### config.mk
export PLATFORM = sky130hd
export DESIGN_NAME = poly_note_player
export DESIGN_NICKNAME = d
export VERILOG_FILES = /design/src/rtl/poly_note_pkg.sv /design/src/rtl/np_voice.sv /design/src/rtl/poly_note_player.sv
export SDC_FILE = /design/constraint.sdc
export NUM_CORES = 1
export LEC_CHECK = 0
export CORE_UTILIZATION = 60
export DETAILED_ROUTE_END_ITERATION = 10
export PLACE_DENSITY = 0.89
export SYNTH_ARGS = -nofsm -noshare
export SYNTH_HDL_FRONTEND = slang
export SYNTH_HIERARCHICAL = 1
export SYNTH_SLANG_ARGS = --single-unit
### constraint.sdc
create_clock -name clk -period 5.1 [get_ports clk]
set_input_delay 1.275 -clock clk [delete_from_list [all_inputs] [get_ports clk]]
set_output_delay 1.275 -clock clk [all_outputs]
set_load 0.1 [all_outputs]
### src/rtl/poly_note_pkg.sv
// Shared definitions for the polyphonic note player: phase-step table builder,
// waveform codes, mixer FSM states and a ceil-log2 helper.
package poly_note_pkg;

  localparam logic [1:0] WAVE_SQUARE = 2'b00;
  localparam logic [1:0] WAVE_SAW    = 2'b01;

  typedef enum logic [1:0] {
    ST_IDLE  = 2'd0,
    ST_ACCUM = 2'd1,
    ST_OUT   = 2'd2
  } mix_state_t;

  // Only ever evaluated at elaboration to fill constant step tables.
  function automatic int step_for_note(input int note, input int phase_w, input int sample_rate);
    real freq_hz;
    if (note == 0) begin
      return 0;
    end else begin
      freq_hz = 440.0 * (2.0 ** ((note - 49) / 12.0));
      return $rtoi(freq_hz * (2.0 ** phase_w) / sample_rate + 0.5);
    end
  endfunction

  function automatic int clog2(input int value);
    int bits;
    bits = 0;
    for (int i = 0; i < 31; i++) begin
      if ((1 << bits) < value) begin
        bits = bits + 1;
      end else begin
        bits = bits;
      end
    end
    return bits;
  endfunction

endpackage

### src/rtl/np_voice.sv
// One voice of the polyphonic player: note, beat countdown, phase accumulator
// and the signed contribution it offers the mixer when visited.
module np_voice
  import poly_note_pkg::*;
#(
  parameter int NOTE_W      = 6,
  parameter int DUR_W       = 6,
  parameter int SAMPLE_W    = 16,
  parameter int PHASE_W     = 20,
  parameter int SAMPLE_RATE = 48000
) (
  input  logic                       clk,
  input  logic                       reset,
  input  logic                       play_enable,
  input  logic                       beat,
  input  logic [1:0]                 wave_sel,
  input  logic                       load_en,
  input  logic [NOTE_W-1:0]          load_note,
  input  logic [DUR_W-1:0]           load_dur,
  input  logic                       visit,
  output logic                       active,
  output logic                       active_nxt,
  output logic                       expire,
  output logic signed [SAMPLE_W-1:0] contrib
);

  localparam logic signed [SAMPLE_W-1:0] SQ_POS = {1'b0, {(SAMPLE_W-1){1'b1}}};
  localparam logic signed [SAMPLE_W-1:0] SQ_NEG = {1'b1, {(SAMPLE_W-1){1'b0}}};

  logic                active_r;
  logic [NOTE_W-1:0]   note_r;
  logic [DUR_W-1:0]    remain_r;
  logic [PHASE_W-1:0]  phase_r;
  logic [PHASE_W-1:0]  step_tab_s [2**NOTE_W];
  logic                tick_s;

  for (genvar g = 0; g < 2**NOTE_W; g++) begin : g_step
    localparam logic [PHASE_W-1:0] STEP_G = PHASE_W'(step_for_note(g, PHASE_W, SAMPLE_RATE));
    assign step_tab_s[g] = STEP_G;
  end

  assign tick_s     = beat & play_enable;
  assign expire     = active_r & tick_s & (remain_r == DUR_W'(1));
  assign active_nxt = load_en | (active_r & ~expire);
  assign active     = active_r;

  // Voice state: load a free voice, count beats down, advance phase on visits.
  always_ff @(posedge clk or negedge reset) begin
    if (!reset) begin
      active_r <= 1'b0;
      note_r   <= '0;
      remain_r <= '0;
      phase_r  <= '0;
    end else if (load_en) begin
      active_r <= 1'b1;
      note_r   <= load_note;
      remain_r <= load_dur;
      phase_r  <= '0;
    end else if (active_r) begin
      if (expire) begin
        active_r <= 1'b0;
        remain_r <= '0;
        phase_r  <= '0;
      end else begin
        if (tick_s) begin
          remain_r <= remain_r - DUR_W'(1);
        end
        if (visit && play_enable) begin
          phase_r <= phase_r + step_tab_s[note_r];
        end
      end
    end
  end

  // Waveform value offered to the mixer; silent when idle, resting or paused.
  always_comb begin
    contrib = '0;
    if (active_r && (note_r != '0) && play_enable) begin
      case (wave_sel)
        WAVE_SQUARE: contrib = phase_r[PHASE_W-1] ? SQ_NEG : SQ_POS;
        WAVE_SAW:    contrib = phase_r[PHASE_W-1 -: SAMPLE_W];
        default:     contrib = '0;
      endcase
    end else begin
      contrib = '0;
    end
  end

endmodule

### src/rtl/poly_note_player.sv
// Polyphonic note player: allocates loads to the lowest free voice and mixes all
// voices into one signed sample, visiting one voice per cycle.
module poly_note_player
  import poly_note_pkg::*;
#(
  parameter int NUM_VOICES  = 4,
  parameter int NOTE_W      = 6,
  parameter int DUR_W       = 6,
  parameter int SAMPLE_W    = 16,
  parameter int PHASE_W     = 20,
  parameter int SAMPLE_RATE = 48000
) (
  input  logic                       clk,
  input  logic                       reset,
  input  logic                       play_enable,
  input  logic [NOTE_W-1:0]          note_to_load,
  input  logic [DUR_W-1:0]           duration_to_load,
  input  logic                       load_new_note,
  output logic                       load_ready,
  input  logic [1:0]                 wave_sel,
  input  logic                       beat,
  input  logic                       generate_next_sample,
  output logic signed [SAMPLE_W-1:0] sample_out,
  output logic                       new_sample_ready,
  output logic [NUM_VOICES-1:0]      voices_active,
  output logic                       done_with_note
);

  localparam int LOG_NV = clog2(NUM_VOICES);
  localparam int IDX_W  = (LOG_NV < 1) ? 1 : LOG_NV;
  localparam int ACC_W  = SAMPLE_W + LOG_NV;

  mix_state_t                  state_r;
  logic [IDX_W-1:0]            idx_r;
  logic signed [ACC_W-1:0]     acc_r;
  logic signed [ACC_W-1:0]     acc_nxt_s;
  logic signed [SAMPLE_W-1:0]  sample_r;
  logic                        ready_r;
  logic                        done_r;
  logic                        load_ready_r;

  logic [NUM_VOICES-1:0]       active_s;
  logic [NUM_VOICES-1:0]       active_nxt_s;
  logic [NUM_VOICES-1:0]       expire_s;
  logic [NUM_VOICES-1:0]       load_en_s;
  logic [NUM_VOICES-1:0]       visit_s;
  logic signed [SAMPLE_W-1:0]  contrib_s [NUM_VOICES];
  logic [IDX_W-1:0]            alloc_idx_s;
  logic                        load_accept_s;

  for (genvar v = 0; v < NUM_VOICES; v++) begin : g_voice
    np_voice #(
      .NOTE_W(NOTE_W), .DUR_W(DUR_W), .SAMPLE_W(SAMPLE_W),
      .PHASE_W(PHASE_W), .SAMPLE_RATE(SAMPLE_RATE)
    ) u_voice (
      .clk        (clk),
      .reset      (reset),
      .play_enable(play_enable),
      .beat       (beat),
      .wave_sel   (wave_sel),
      .load_en    (load_en_s[v]),
      .load_note  (note_to_load),
      .load_dur   (duration_to_load),
      .visit      (visit_s[v]),
      .active     (active_s[v]),
      .active_nxt (active_nxt_s[v]),
      .expire     (expire_s[v]),
      .contrib    (contrib_s[v])
    );
  end

  assign load_accept_s = load_new_note & load_ready_r & (duration_to_load != '0);

  // Lowest-index free voice wins; scanning downward lets lower indices overwrite.
  always_comb begin
    alloc_idx_s = '0;
    for (int i = NUM_VOICES - 1; i >= 0; i--) begin
      if (!active_s[i]) begin
        alloc_idx_s = IDX_W'(i);
      end else begin
        alloc_idx_s = alloc_idx_s;
      end
    end
  end

  // Per-voice load enable and mixer visit select.
  always_comb begin
    load_en_s = '0;
    visit_s   = '0;
    for (int i = 0; i < NUM_VOICES; i++) begin
      load_en_s[i] = load_accept_s && (alloc_idx_s == IDX_W'(i));
      visit_s[i]   = (state_r == ST_ACCUM) && (idx_r == IDX_W'(i));
    end
  end

  assign acc_nxt_s = acc_r + ACC_W'(contrib_s[idx_r]);

  // Mixer FSM: result is registered on the last visit so ready lands in OUT.
  always_ff @(posedge clk or negedge reset) begin
    if (!reset) begin
      state_r  <= ST_IDLE;
      idx_r    <= '0;
      acc_r    <= '0;
      sample_r <= '0;
      ready_r  <= 1'b0;
    end else begin
      case (state_r)
        ST_IDLE: begin
          ready_r <= 1'b0;
          if (generate_next_sample) begin
            acc_r   <= '0;
            idx_r   <= '0;
            state_r <= ST_ACCUM;
          end
        end
        ST_ACCUM: begin
          acc_r <= acc_nxt_s;
          if (idx_r == IDX_W'(NUM_VOICES - 1)) begin
            sample_r <= SAMPLE_W'(acc_nxt_s >>> LOG_NV);
            ready_r  <= 1'b1;
            state_r  <= ST_OUT;
          end else begin
            idx_r <= idx_r + IDX_W'(1);
          end
        end
        ST_OUT: begin
          ready_r <= 1'b0;
          state_r <= ST_IDLE;
        end
        default: begin
          ready_r <= 1'b0;
          state_r <= ST_IDLE;
        end
      endcase
    end
  end

  // Voice-level status outputs.
  always_ff @(posedge clk or negedge reset) begin
    if (!reset) begin
      done_r       <= 1'b0;
      load_ready_r <= 1'b1;
    end else begin
      done_r       <= |expire_s;
      load_ready_r <= ~&active_nxt_s;
    end
  end

  assign sample_out       = sample_r;
  assign new_sample_ready = ready_r;
  assign voices_active    = active_s;
  assign done_with_note   = done_r;
  assign load_ready       = load_ready_r;

endmodule

**Yosys cells after proc, flatten, opt, wreduce, memory -nomap -nowiden**

Memory sizes are Yosys's and may differ from the RTL's.
Index checks and enable logic that the tools add are counted.

- Memories: 4
- Input bits: 20
- Logic and storage cells: 223
- Bits in read-only memories: 5120
- Bits in registers: 173

- Equal/unequal tests: 15
- Muxes and demuxes: 81
- Bitwise gates (word level): 28
- $add $sub $neg: 10
- $lt $le $gt $ge: 5
- Reductions and logical operators: 57

Memory list:

| memory | words | width | read ports | clocked after memory_dff | wr ports | RTL line | RTL |
|---|---|---|---|---|---|---|---|
| (no name shown) | 64 | 20 | 1 | 0 | 0 | np_voice.sv:69 | `phase_r <= phase_r + step_tab_s[note_r];` |
| (no name shown) | 64 | 20 | 1 | 0 | 0 | np_voice.sv:69 |  |
| (no name shown) | 64 | 20 | 1 | 0 | 0 | np_voice.sv:69 |  |
| (no name shown) | 64 | 20 | 1 | 0 | 0 | np_voice.sv:69 |  |

Operators with widths:

| cell | count |
|---|---|
| $mux W20 | 24 |
| $mux W16 | 10 |
| $pmux W16 S2 | 4 |
| $mux W6 | 16 |
| $add A20 B20 Y20 | 4 |
| $pmux W18 S2 | 1 |
| $bmux W16 S2 | 1 |
| $reduce_bool A6 Y1 | 5 |
| $ge A7 B7 Y1 const B | 4 |
| $not A6 Y7 | 4 |
| $eq A6 B1 Y1 const B | 4 |
| $reduce_bool A3 Y1 | 8 |
| $sub A6 B1 Y6 const B | 4 |
| $reduce_and A2 Y1 | 11 |
| $logic_and A1 B1 Y1 | 20 |
| $add A18 B16 Y18 | 1 |
| $mux W18 | 1 |
| $mux W2 | 8 |
| $and A1 B1 Y1 | 15 |
| $mux W1 | 14 |
| $reduce_bool A2 Y1 | 5 |
| $eq A2 B1 Y1 const B | 4 |
| $eq A2 B2 Y1 const B | 4 |
| $logic_not A2 Y1 | 4 |
| 12 further kinds | 20 |

**Longest topological paths before layout**

- Word-level depth: 9
- Gate-level depth with buffers: 18
- Depth with buffers taken out: 17

**Hierarchy**

Netlist, hierarchy kept.

Modules (own cells, without submodules):

| module | times used | area an instance (um^2) | cells each |
|---|---|---|---|
| np_voice at g_voice[0].u_voice ... | 2 | 3664.8 | 499 |
| np_voice at g_voice[2].u_voice | 1 | 3689.8 | 508 |
| np_voice at g_voice[3].u_voice | 1 | 3641.0 | 493 |
| poly_note_player | 1 | 2907.8 | 293 |

**Worst setup path after synthesis**

No wires, ideal clock.

- Path type: input to register
- Start point: in wave_sel[1]
- End point: reg sample_r[12] (netlist: sample_out[12])
- Data arrival time: 3944 ps
- Cell stages on the path: 12
- Path slack: 1031 ps
- Cell sequence: or3_1 > clkbuf_1 > a21oi_1 > mux4_1 > ha_1 > fa_1 > a21o_1 > a221oi_2 > o31a_2 > o21bai_1 > xor2_1 > mux2_2

RTL lines:

| element | RTL line | RTL |
|---|---|---|
| from (decl) | poly_note_player.sv:20 | `input logic [1:0] wave_sel,` |
| to (signal assigned) | poly_note_player.sv:119 | `sample_r <= SAMPLE_W'(acc_nxt_s >>> LOG_NV);` |
| to (decl) | poly_note_player.sv:37 | `logic signed [SAMPLE_W-1:0] sample_r;` |

**Final worst setup path**

- Start point: reg g_voice[2].u_voice.note_r[0]
- End point: reg g_voice[2].u_voice.phase_r[12]

- Word-level cells in the longest chain between the ends: 9

Ends and longest elaborated chain:

| element | RTL line | RTL |
|---|---|---|
| from (decl) | np_voice.sv:31 | `logic [NOTE_W-1:0] note_r;` |
| from (signal assigned) | np_voice.sv:56 | `note_r <= load_note;` |
| $not A6 Y7 (implied by the code) | np_voice.sv:69 |  |
| $mem_v2 Z64 W20 | n/a |  |
| $mux W20 (implied by the code) (2 in a row) | np_voice.sv:69 |  |
| $add A20 B20 Y20 | np_voice.sv:69 |  |
| $mux W20 | np_voice.sv:68 | `if (visit && play_enable) begin` |
| $mux W20 | np_voice.sv:60 | `if (expire) begin` |
| $mux W20 | np_voice.sv:59 | `end else if (active_r) begin` |
| $mux W20 | np_voice.sv:54 | `end else if (load_en) begin` |
| to (signal assigned) | np_voice.sv:69 |  |
| to (decl) | np_voice.sv:33 | `logic [PHASE_W-1:0] phase_r;` |

No other way between the ends. The select of a mux whose other input is x is not followed.
A chain may end at the register's enable or synchronous reset.

==> results.yml <==
run_status:
  outcome: "completed"
sta:
  rsz0062_at_grt: "false"
  hold_ws_ns: 0.4835
  tightestPinTransition_ns: 1.134
  setup_slack_ns: 0.5282
  slew_headroom: 0.2442
  setup-violations-final: 0
  fin_worst_skew_ns: 0.01150
  tns_ns: 0
  slew_violations: 0
  finalCritPeriodShare: 0.8964
  period_needed_ns: 4.572
  final_hold_viol_count: 0
  max_freq_mhz: 218.7
critical_path:
  crit_start: "g_voice[2].u_voice/note_r[0]"
  crit_cells: 16
  required_ns: 5.42
  critPathBufInv: 2
  worst_setup_path_start_kind: "flip-flop"
  critical_path.max_fanout: 17
  slowest_stage: "dfrtp_1"
  r2r.worst_path.cells: 16
  cp_slowest_stage_delay_ns: 0.72
  critPathKind: "reg2reg"
  crit_arrival_ns: 4.89
  path_cells: "inv_1 -> ha_1 -> nand2b_1 -> a21boi_0 -> mux4_2 -> nand2_1 -> o21ai_0 -> ha_1 -> inv_1 -> fa_1 -> nand2b_1 -> a21oi_1 -> o211ai_1 -> a31oi_1 -> xnor2_1 -> o21ai_0"
  crit_path_end_kind: "flip-flop"
  cp_top_family: "compound AO/OA/AOI/OAI gates"
  reg2reg_from: "g_voice[2].u_voice/note_r[0]"
floorplan:
  die_h_microns: 173.1
  core-area_sq_um: 28780
  rows: 62
  fp.dieW_microns: 173.1
  dieArea_sq_um: 29970
  io_pins: 43
  initial_utilization: 0.6104
routing:
  dr.pass1.iters: 7
  routed_wl_mm: 50.14
  via_per_inst: 6.609
  drc: 0
  drtIter0Drc: 2219
  ant_nets: 0
  wl_per_cell_microns: 18.87
  vias: 17570
cells_and_area:
  area_growth_pct: 7.763
  nNetsFinal: 2415
  antenna_cells: 0
  drive_gt1_frac: 0.08443
  nFillCells: 2294
grt:
  grt_first_pass_wirelength_mm: 82.93
  grt_overflow: 0
  grt_pass1_vias: 16270
  track_usage: 0.3380
  antenna_found_initial: 0
  grt_max_degree: 101
logic_synthesis:
  synth_mux_area_frac: 0.08034
  synth-compound-area-share: 0.2832
  synth_top_family_by_area: "compound AO/OA/AOI/OAI gates"
  avgSynthCellArea_sq_um: 7.665
  synth-simple-area-share: 0.2134
  synthesis.nets: 2446
  synthFlopType: "dfrtp_1"
  synth-adder-area-share: 0.09757
  post_synth_num_cell_types: 97
  synth_xor_area_frac: 0.02543
  synth_enable_flop_cells: 0
  synth_warnings: 6
  synth-seq-cells: 173
  syn_area_sq_um: 17570
  synthArstFlopShare: 1.000
  synthCells: 2292
  seq_area_frac_synth: 0.2465
min_path:
  min-delay-start: "sample_out[7]"
  hp-class: "reg2reg"
  whs_path_depth: 2
clocking:
  cts_inserted_buffers: 17
  holdBufCountCts: 0
  cts-root-buf: "clkbuf_16"
  cts-resized-gates: 0
  clk_pin_slew_ns: 0.07
  cts_setup_buffers: 0
  cts_max_level: 4
  tritoncts: "done"
  worstSkewPairLatency_ns: 0.45
  clockBufferDepth: 2
  clock_sink_count: 173
placed_design:
  preCtsSetupSlack_ns: 0.2322
  place_congestion: 0.9905
  numPortBuffers: 42
  dp.final_hpwl_mm: 36.66
job:
  max_cap_viol_count: 0
==> synthesized netlist by cell type, drive strengths merged (34+ instances only) <==
| master | n | area, sq um |
|---|---|---|
| nand2 | 333 | 1250 |
| o21ai | 221 | 1114 |
| a21oi | 298 | 1506 |
| nand2b | 34 | 212.7 |
| inv | 76 | 285.3 |
| a211oi | 42 | 325.3 |
| nor2 | 182 | 688.2 |
| nand3 | 51 | 265.3 |
| clkbuf | 108 | 427.9 |
| a31oi | 35 | 231.5 |
| ha | 129 | 1614 |
| nor3 | 51 | 282.8 |
| mux4 | 38 | 878.3 |
| xnor2 | 37 | 324.1 |
| buf | 48 | 224.0 |
| dfrtp | 172 | 4304 |
==> worst min-delay path: cells and delay by family (launching register included) <==
| family | cells | cell delay [ns] |
|---|---|---|
| DFF | 1 | 0.34 |
| and+or+nand+nor | 1 | 0.04 |
| AOI/OAI and AO/OA | 1 | 0.06 |
==> final cells by class <==
| cell class | count | area (sq um) | share of cell area |
|---|---|---|---|
| sequential | 173 | 4332 | 0.2288 |
| multi-input combinational | 1886 | 12310 | 0.6501 |
| tap | 384 | 480.5 | 0.02538 |
| clock inverter | 12 | 152.6 | 0.008063 |
| timing repair buffer | 106 | 914.6 | 0.04831 |
| clock buffer | 20 | 456.7 | 0.02412 |
| inverter | 77 | 289.0 | 0.01527 |
==> final timing paths <==
check	end	slack, ns
hold / removal	sample_out[7]	0.48
min in group asynchronous	g_voice[2].u_voice/phase_r[1]	0.92
setup reg to reg	g_voice[2].u_voice/phase_r[12]	0.53
hold reg to reg	sample_out[7]	0.48
max in group asynchronous	load_ready	3.21
setup / recovery	g_voice[2].u_voice/phase_r[12]	0.53
==> per-layer routing <==
metal  track usage  wire, microns
met5             0              0
met4        0.1180           1547
met3       0.06266           4363
met2        0.5385          22960
met1        0.4608          21280
==> state kept, by name (all words and copies together), names as in the netlist <==
| signal | count |
|---|---|
| g_voice.u_voice/active | 4 |
| g_voice.u_voice/remain_r | 24 |
| idx_r | 2 |
| g_voice.u_voice/phase_r | 80 |
| acc_r | 18 |
| load_ready | 1 |
| g_voice.u_voice/note_r | 24 |
| sample_out | 16 |
| new_sample_ready | 1 |
| done_with_note | 1 |
| state_r | 2 |
==> metrics by stage <==
step | cell area, sq um | cells | util
2_1_floorplan | 17570 | 2292 | -
3_3_place_gp | 18320 | 2626 | 0.6366
3_5_place_dp | 18320 | 2626 | 0.6366
4_1_cts | 18930 | 2658 | 0.6578
5_1_grt | 18930 | 2658 | 0.6578
6_report | 18930 | 2658 | 0.6578
==> logic make-up after synthesis <==
group | Yosys count
fa+ha+maj | 134
xor+xnor | 51
flops | 173
compound gates | 810
buf+inv | 233
simple gates | 803
mux | 88
==> layout by cell type, fill, tap and decap left out, types with 8 or more instances in the layout <==
cell and instances:
a311oi_1 8, nand3_1 49, clkbuf_16 17, o21ai_1 32, o21ai_0 187, and2_1 11
o22ai_1 12, or3_1 20, nand2b_1 34, nand4_1 11, nand2_1 333, xor2_1 14
o21bai_1 10, mux2i_1 27, a21o_1 24, a21oi_1 296, o21a_1 15, ha_1 129
a31oi_1 33, mux4_2 32, o31ai_1 12, a211o_1 11, nor3b_1 14, clkdlybuf4s50_1 41
buf_4 63, nor3_1 47, xnor2_1 37, inv_1 72, a32o_1 8, nor2_1 180
o211ai_1 23, a22o_1 20, a211oi_1 40, and3_1 26, mux2_2 22, nor2b_1 24
dfrtp_1 171
Power is left out: the tool's default activity adds up to more than one toggle a clock period on the data nets, which glitch-free logic cannot reach.
